`src/rtl/alu_writeback_rf.sv`:
```
// alu_writeback_rf
// Write-back end of the 3-stage ALU pipeline. Each issued R-type/I-type
// instruction's destination travels down a tag shift register that mirrors
// the ALU pipeline depth. When the tag reaches the commit stage, the value on
// alu_result is written into a 32 x XLEN register file.
//
// Ports:
//   clk               - single clock, all state changes on the rising edge
//   reset             - synchronous, active-high reset
//   issue_valid       - issue_instruction is valid this cycle
//   issue_instruction - instruction word entering the ALU pipeline
//   alu_result        - registered result output of the ALU pipeline
//   rs1_addr/rs2_addr - read-port addresses
//   rs1_data/rs2_data - combinational read data, bypassing the commit stage
//   hazard            - combinational RAW hazard flag for the issuing word
//   wb_valid/wb_rd/wb_data - registered record of last cycle's commit
//   retire_count      - registered count of retired ALU instructions
module alu_writeback_rf #(
  parameter int XLEN       = 32,
  parameter int WB_LATENCY = 4
) (
  input  logic            clk,
  input  logic            reset,
  input  logic            issue_valid,
  input  logic [31:0]     issue_instruction,
  input  logic [XLEN-1:0] alu_result,
  input  logic [4:0]      rs1_addr,
  input  logic [4:0]      rs2_addr,
  output logic [XLEN-1:0] rs1_data,
  output logic [XLEN-1:0] rs2_data,
  output logic            hazard,
  output logic            wb_valid,
  output logic [4:0]      wb_rd,
  output logic [XLEN-1:0] wb_data,
  output logic [31:0]     retire_count
);

  localparam logic [6:0] OP_R = 7'b0110011;
  localparam logic [6:0] OP_I = 7'b0010011;

  // Issue decode
  logic [6:0] opcode;
  logic       is_r;
  logic       is_i;
  logic       new_valid;
  logic       new_we;
  logic [4:0] new_rd;
  logic [4:0] src1;
  logic [4:0] src2;

  assign opcode    = issue_instruction[6:0];
  assign is_r      = (opcode == OP_R);
  assign is_i      = (opcode == OP_I);
  assign new_valid = issue_valid && (is_r || is_i);
  assign new_rd    = issue_instruction[11:7];
  assign new_we    = new_valid && (new_rd != 5'd0);
  assign src1      = issue_instruction[19:15];
  assign src2      = issue_instruction[24:20];

  // funct fields and upper immediate bits play no part in write-back
  logic unused_bits;
  assign unused_bits = ^{issue_instruction[31:25], issue_instruction[14:12]};

  // Tag pipe: stage 0 holds the instruction issued last cycle, the last
  // stage is the commit stage whose result is on alu_result right now.
  logic [WB_LATENCY-1:0] tag_valid_q;
  logic [WB_LATENCY-1:0] tag_we_q;
  logic [4:0]            tag_rd_q [WB_LATENCY];

  always_ff @(posedge clk) begin
    if (reset) begin
      tag_valid_q[0] <= 1'b0;
      tag_we_q[0]    <= 1'b0;
      tag_rd_q[0]    <= 5'd0;
    end else begin
      tag_valid_q[0] <= new_valid;
      tag_we_q[0]    <= new_we;
      tag_rd_q[0]    <= new_rd;
    end
  end

  genvar gi;
  generate
    for (gi = 1; gi < WB_LATENCY; gi++) begin : g_stage
      always_ff @(posedge clk) begin
        if (reset) begin
          tag_valid_q[gi] <= 1'b0;
          tag_we_q[gi]    <= 1'b0;
          tag_rd_q[gi]    <= 5'd0;
        end else begin
          tag_valid_q[gi] <= tag_valid_q[gi-1];
          tag_we_q[gi]    <= tag_we_q[gi-1];
          tag_rd_q[gi]    <= tag_rd_q[gi-1];
        end
      end
    end
  endgenerate

  logic       commit_valid;
  logic       commit_we;
  logic [4:0] commit_rd;

  assign commit_valid = tag_valid_q[WB_LATENCY-1];
  assign commit_we    = tag_we_q[WB_LATENCY-1];
  assign commit_rd    = tag_rd_q[WB_LATENCY-1];

  // Register file. Full reset clears every entry, so it lives in flops.
  // we is never set for rd=0, which keeps x0 permanently zero.
  logic [XLEN-1:0] rf_q [32];

  always_ff @(posedge clk) begin
    if (reset) begin
      for (int i = 0; i < 32; i++) begin
        rf_q[i] <= '0;
      end
    end else if (commit_we) begin
      rf_q[commit_rd] <= alu_result;
    end
  end

  // Write-back record and retire counter
  logic            wb_valid_q, wb_valid_d;
  logic [4:0]      wb_rd_q, wb_rd_d;
  logic [XLEN-1:0] wb_data_q, wb_data_d;
  logic [31:0]     retire_count_q, retire_count_d;

  always_comb begin
    wb_valid_d     = commit_we;
    wb_rd_d        = wb_rd_q;
    wb_data_d      = wb_data_q;
    retire_count_d = retire_count_q;
    if (commit_we) begin
      wb_rd_d   = commit_rd;
      wb_data_d = alu_result;
    end
    // Writes to x0 still retire; the counter wraps naturally at 2^32.
    if (commit_valid) begin
      retire_count_d = retire_count_q + 32'd1;
    end
  end

  always_ff @(posedge clk) begin
    if (reset) begin
      wb_valid_q     <= 1'b0;
      wb_rd_q        <= 5'd0;
      wb_data_q      <= '0;
      retire_count_q <= 32'd0;
    end else begin
      wb_valid_q     <= wb_valid_d;
      wb_rd_q        <= wb_rd_d;
      wb_data_q      <= wb_data_d;
      retire_count_q <= retire_count_d;
    end
  end

  assign wb_valid     = wb_valid_q;
  assign wb_rd        = wb_rd_q;
  assign wb_data      = wb_data_q;
  assign retire_count = retire_count_q;

  // Read ports with bypass of the value being committed this cycle
  always_comb begin
    rs1_data = rf_q[rs1_addr];
    if (rs1_addr == 5'd0) begin
      rs1_data = '0;
    end else if (commit_we && (commit_rd == rs1_addr)) begin
      rs1_data = alu_result;
    end
  end

  always_comb begin
    rs2_data = rf_q[rs2_addr];
    if (rs2_addr == 5'd0) begin
      rs2_data = '0;
    end else if (commit_we && (commit_rd == rs2_addr)) begin
      rs2_data = alu_result;
    end
  end

  // RAW hazard against in-flight writers. The commit stage is excluded since
  // the bypass already delivers its value. rs2 is a source only for R-type.
  logic hazard_hit;

  always_comb begin
    hazard_hit = 1'b0;
    for (int i = 0; i < WB_LATENCY - 1; i++) begin
      if (tag_we_q[i]) begin
        if ((src1 != 5'd0) && (tag_rd_q[i] == src1)) begin
          hazard_hit = 1'b1;
        end
        if (is_r && (src2 != 5'd0) && (tag_rd_q[i] == src2)) begin
          hazard_hit = 1'b1;
        end
      end
    end
  end

  assign hazard = issue_valid && (is_r || is_i) && hazard_hit;

endmodule

```
`config.mk`:
```
export PLATFORM = sky130hd
export DESIGN_NAME = alu_writeback_rf
export DESIGN_NICKNAME = d
export VERILOG_FILES = /design/src/rtl/alu_writeback_rf.sv
export SDC_FILE = /design/constraint.sdc
export NUM_CORES = 2
export LEC_CHECK = 0
export ABC_AREA = 1
export BUFFER_PORTS_ARGS = -buffer_cell sky130_fd_sc_hd__buf_2
export CAP_MARGIN = 20
export CORE_UTILIZATION = 35
export DETAILED_ROUTE_END_ITERATION = 8
export PLACE_DENSITY = 0.58
export SYNTH_ARGS = -nofsm -noshare
export SYNTH_HDL_FRONTEND = slang
export SYNTH_SLANG_ARGS = --single-unit
```
`constraint.sdc`:
```
create_clock -name clk -period 2.75 [get_ports clk]
set_input_delay 0 -clock clk [delete_from_list [all_inputs] [get_ports clk]]
set_output_delay 0 -clock clk [all_outputs]
set_load 0.02 [all_outputs]
```
==> results.md <==
* Max-slew violation total from the final report at 0
* Final net count at roughly 7.5k
* Most common cell in the netlist: nor2_1
* Hold Crit Depth at 3
* First-pass GRT wire length at 360000 µm
* H-tree depth at 4
* DR WL/cell at between 20 and 30 µm
* Clk sink count at around 1.1k
* Compound-gate portion of the synthesized area at 0.136
* R2r setup slk at between 0.1 and 0.15 ns
* Top Ports at between 200 and 250
* Post-synthesis adder-cell area fraction at 0.000204
* 1st-pass router iterations at 8
* Clock Skew at ~0.027 ns
* Yosys Warn Count at 0
* Hold Path Class: input pin to register
* Vias after detailed routing at between 50k and 60k
* Largest net degree at the start of global routing at between 100 and 150
* Critical path capture point type: primary output
* Routed WL at 254000 µm
* GRT Total Usage at 0.276
* F_max at about 0.36 GHz
* Ys flop type: edfxtp_1
* Vias in the first global route at 52.4k
* Number of routed nets with antenna violations at 0
* Slew margin rel. at 0.343
* Port Buffers at 201
* Arrival time at the worst endpoint at 2.74 ns
* R2R depth at 7
* Post-synth EDFFs at around 1.0k
* Routed vias/inst at a little under 6
* Syn Area/Cell at around 8.4 µm²
* Post-synthesis cell type count at 41
* HPWL after DPL at approximately 150000 µm
* Area leader, netlist: edfxtp_1
* Worst VDD drop at 0.657 mV
* TritonCTS buffer count at about 130
* Mux contribution to synthesized area at 0
* Share of cells above drive strength 1 at 0.113
* Launch point of the worst reg-to-reg path: commit_we$_SDFF_PP0_
* 1st-iter DRT viols at roughly 9k
* Ys async rst share at 0
* RSZ-0062 raised after global routing: true
* Period utilization at 0.997
* Starting Density at 0.353
* # Max-Cap Violations at 0
* Die area at around 0.18 mm²
* Final WS setup at around 0.0073 ns
* CTS root buf: clkbuf_16
* Post-Synth XOR/XNOR Area at 0.00485
* Crit path time final at 2.74 ns
* Final setup vio count at 0
* Pwr dens at ~590 mW/mm²
* Final TNS setup at 0 ns
* Finished Cell Area at 0.0708 mm²
* Core ar. at about 0.17 mm²
* Post-Syn Area at roughly 0.06 mm²
* Total gr overflow at 0
* Worst-path fanout max at 25
* CP startpoint: tag_rd_q[1][8]$_SDFF_PP0_
* Required @ worst endpoint at roughly 2.8 ns
* Crit path capture: rs2_data[13]
* Crit path launch type: register
* FP Rows at about 150
* Clk buf depth at 3
* Die Wd at between 400 and 500 µm
* Post-Syn Nets at between 7k and 8k
* Final hold viol count at 0
* Synthesized flop and latch total at around 1.1k
* Worst Tran Pin Value at between 0.9 and 1 ns
* Placer Congestion at 0.912
* Remaining DRCs at 0
* Crit path kind: register to primary output
* Post-synth top cells: nor2_1 (1243), nand2_1 (1193), edfxtp_1 (1024)
* TritonCTS clock tree: built
* Leak at about 29 nW
* DP Worst Slack at 0.130 ns
* Reg2reg end: rf_q[21][28]$_SDFFCE_PN0P_
* CTS clock-pin slew for the worst setup and hold paths at approximately 0.06 ns
* Post-layout util at 0.407
* Outcome: complete, no violations
* Area contributors post-synth: edfxtp_1 (50%), nand3_1 (7.8%), o211ai_1 (7.7%), nor2_1 (7.6%), nand2_1 (7.3%)
* Post-synth top area share at 0.501
* Post-synthesis sequential area ratio at 0.533
* Initial antenna violation count at 15
* Post-synthesis simple-gate area fraction at 0.238
* Die H at 421 µm
* Dpl cell area at between 0.06 and 0.07 mm²
* Syn-to-layout area delta at 15.3%
* Skew-Pair Late Insertion Delay at approximately 0.8 ns
* Mapped Cells at ~7.3k
* Main combinational cell family by area after synthesis: simple AND/OR/NAND/NOR gates
## cells by family (layout without fill, tap and decap cells)
family	count (synthesis)	after routing
xor+xnor	34	34
compound gates	1342	1342
fa+ha+maj	1	1
other cells	0	4
buf+inv	1349	1490
simple gates	3491	3491
flops	1122	1122
## worst min path at each step
| stage | start | endpoint | slack (ns) |
|---|---|---|---|
| floorplan | reset | wb_valid$_SDFF_PP0_ | 0.08 |
| global placement | issue_instruction[9] | tag_rd_q[0][2]$_SDFF_PP0_ | 0.22 |
| detailed placement | issue_instruction[10] | tag_rd_q[0][3]$_SDFF_PP0_ | 0.23 |
| CTS | reset | wb_valid$_SDFF_PP0_ | 0.002 |
| global route | reset | wb_valid$_SDFF_PP0_ | 0.08 |
| finish | reset | wb_valid$_SDFF_PP0_ | 0.07 |
## sequential cells by signal, summed over array words and instances, names as in the netlist
signal        count
commit_valid      1
tag_we_q          3
retire_count     32
tag_rd_q         20
wb_valid          1
wb_rd             5
commit_we         1
rf_q           1024
wb_data          32
tag_valid_q       3
## layer usage
| layer | routed length, µm | track usage |
|---|---|---|
| met1 | 94600 | 0.358 |
| met5 | 57 | 0 |
| met2 | 112000 | 0.425 |
| met3 | 29900 | 0.0525 |
| met4 | 17400 | 0.172 |
## layout make-up
| type | count | area, µm² |
|---|---|---|
| antenna | 4 | 10.0 |
| clock buffer | 173 | 3560 |
| clock inverter | 66 | 418 |
| fill | 17085 | 103000 |
| inverter | 683 | 2610 |
| multi-input combinational | 4868 | 23500 |
| sequential | 1122 | 32700 |
| tap | 2325 | 2910 |
| timing repair buffer | 568 | 5130 |
## report_power, final
group | switching [mW] | total (mW) | leakage [nW] | internal (mW)
combinational | 4.04 | 5.64 | 15.5 | 1.60
clock | 7.40 | 16.7 | 1.94 | 9.33
sequential | 0.222 | 19.3 | 11.3 | 19.1
total | 11.7 | 41.7 | 28.7 | 30.0
## metrics by stage
stage          instances  hold slack (ns)  power (mW)
4_1_cts             9803          0.00224        41.6
3_5_place_dp        9503            0.231        25.1
3_3_place_gp        9503            0.219        25.0
6_report            9809           0.0709        41.7
5_1_grt             9807           0.0776        42.7
2_1_floorplan       7339           0.0834        22.7
## cell usage in the layout (no fill, tap or decap), types with 3 or more instances in the layout
cell,count
dlygate4sd3_1,49
edfxtp_1,1024
o22ai_1,7
a21oi_2,5
buf_2,184
clkbuf_16,137
nor3_1,16
dfxtp_1,93
nor2_2,3
inv_6,10
xnor2_1,22
buf_8,5
a21oi_1,340
clkinv_1,33
inv_2,7
nor2_1,1238
clkinv_2,18
nand2_1,1128
nand3_1,956
nand4_1,23
o21ai_0,350
xor2_1,12
clkinvlp_4,3
or2_2,43
dfxtp_4,4
nor2_4,3
buf_6,6
clkbuf_1,35
inv_1,667
nor3_4,4
nand2_2,65
buf_12,87
o211ai_1,630
diode_2,4
buf_4,234
## critical path: stages, from the launching register on
cell,delay (ns)
dfxtp_4,0.38
inv_4,0.06
o22ai_1,0.08
nor2_1,0.22
buf_4,0.18
nand3_4,0.08
buf_12,0.17
buf_12,0.13
buf_16,0.16
a21oi_2,0.14
buf_4,0.18
buf_6,0.14
## what timing repair did
action | 4_1_cts | 5_1_grt
resized for setup | 34 | 17
setup endpoints to repair | 49 | 29
pin swaps | 2 | 1
gates cloned | 2 | 1
hold buffers | 49 | 0
buffers inserted | 10 | 1
endpoints found under the hold margin | 918 | 0
No activity file was read; power rests on OpenSTA's default activity.
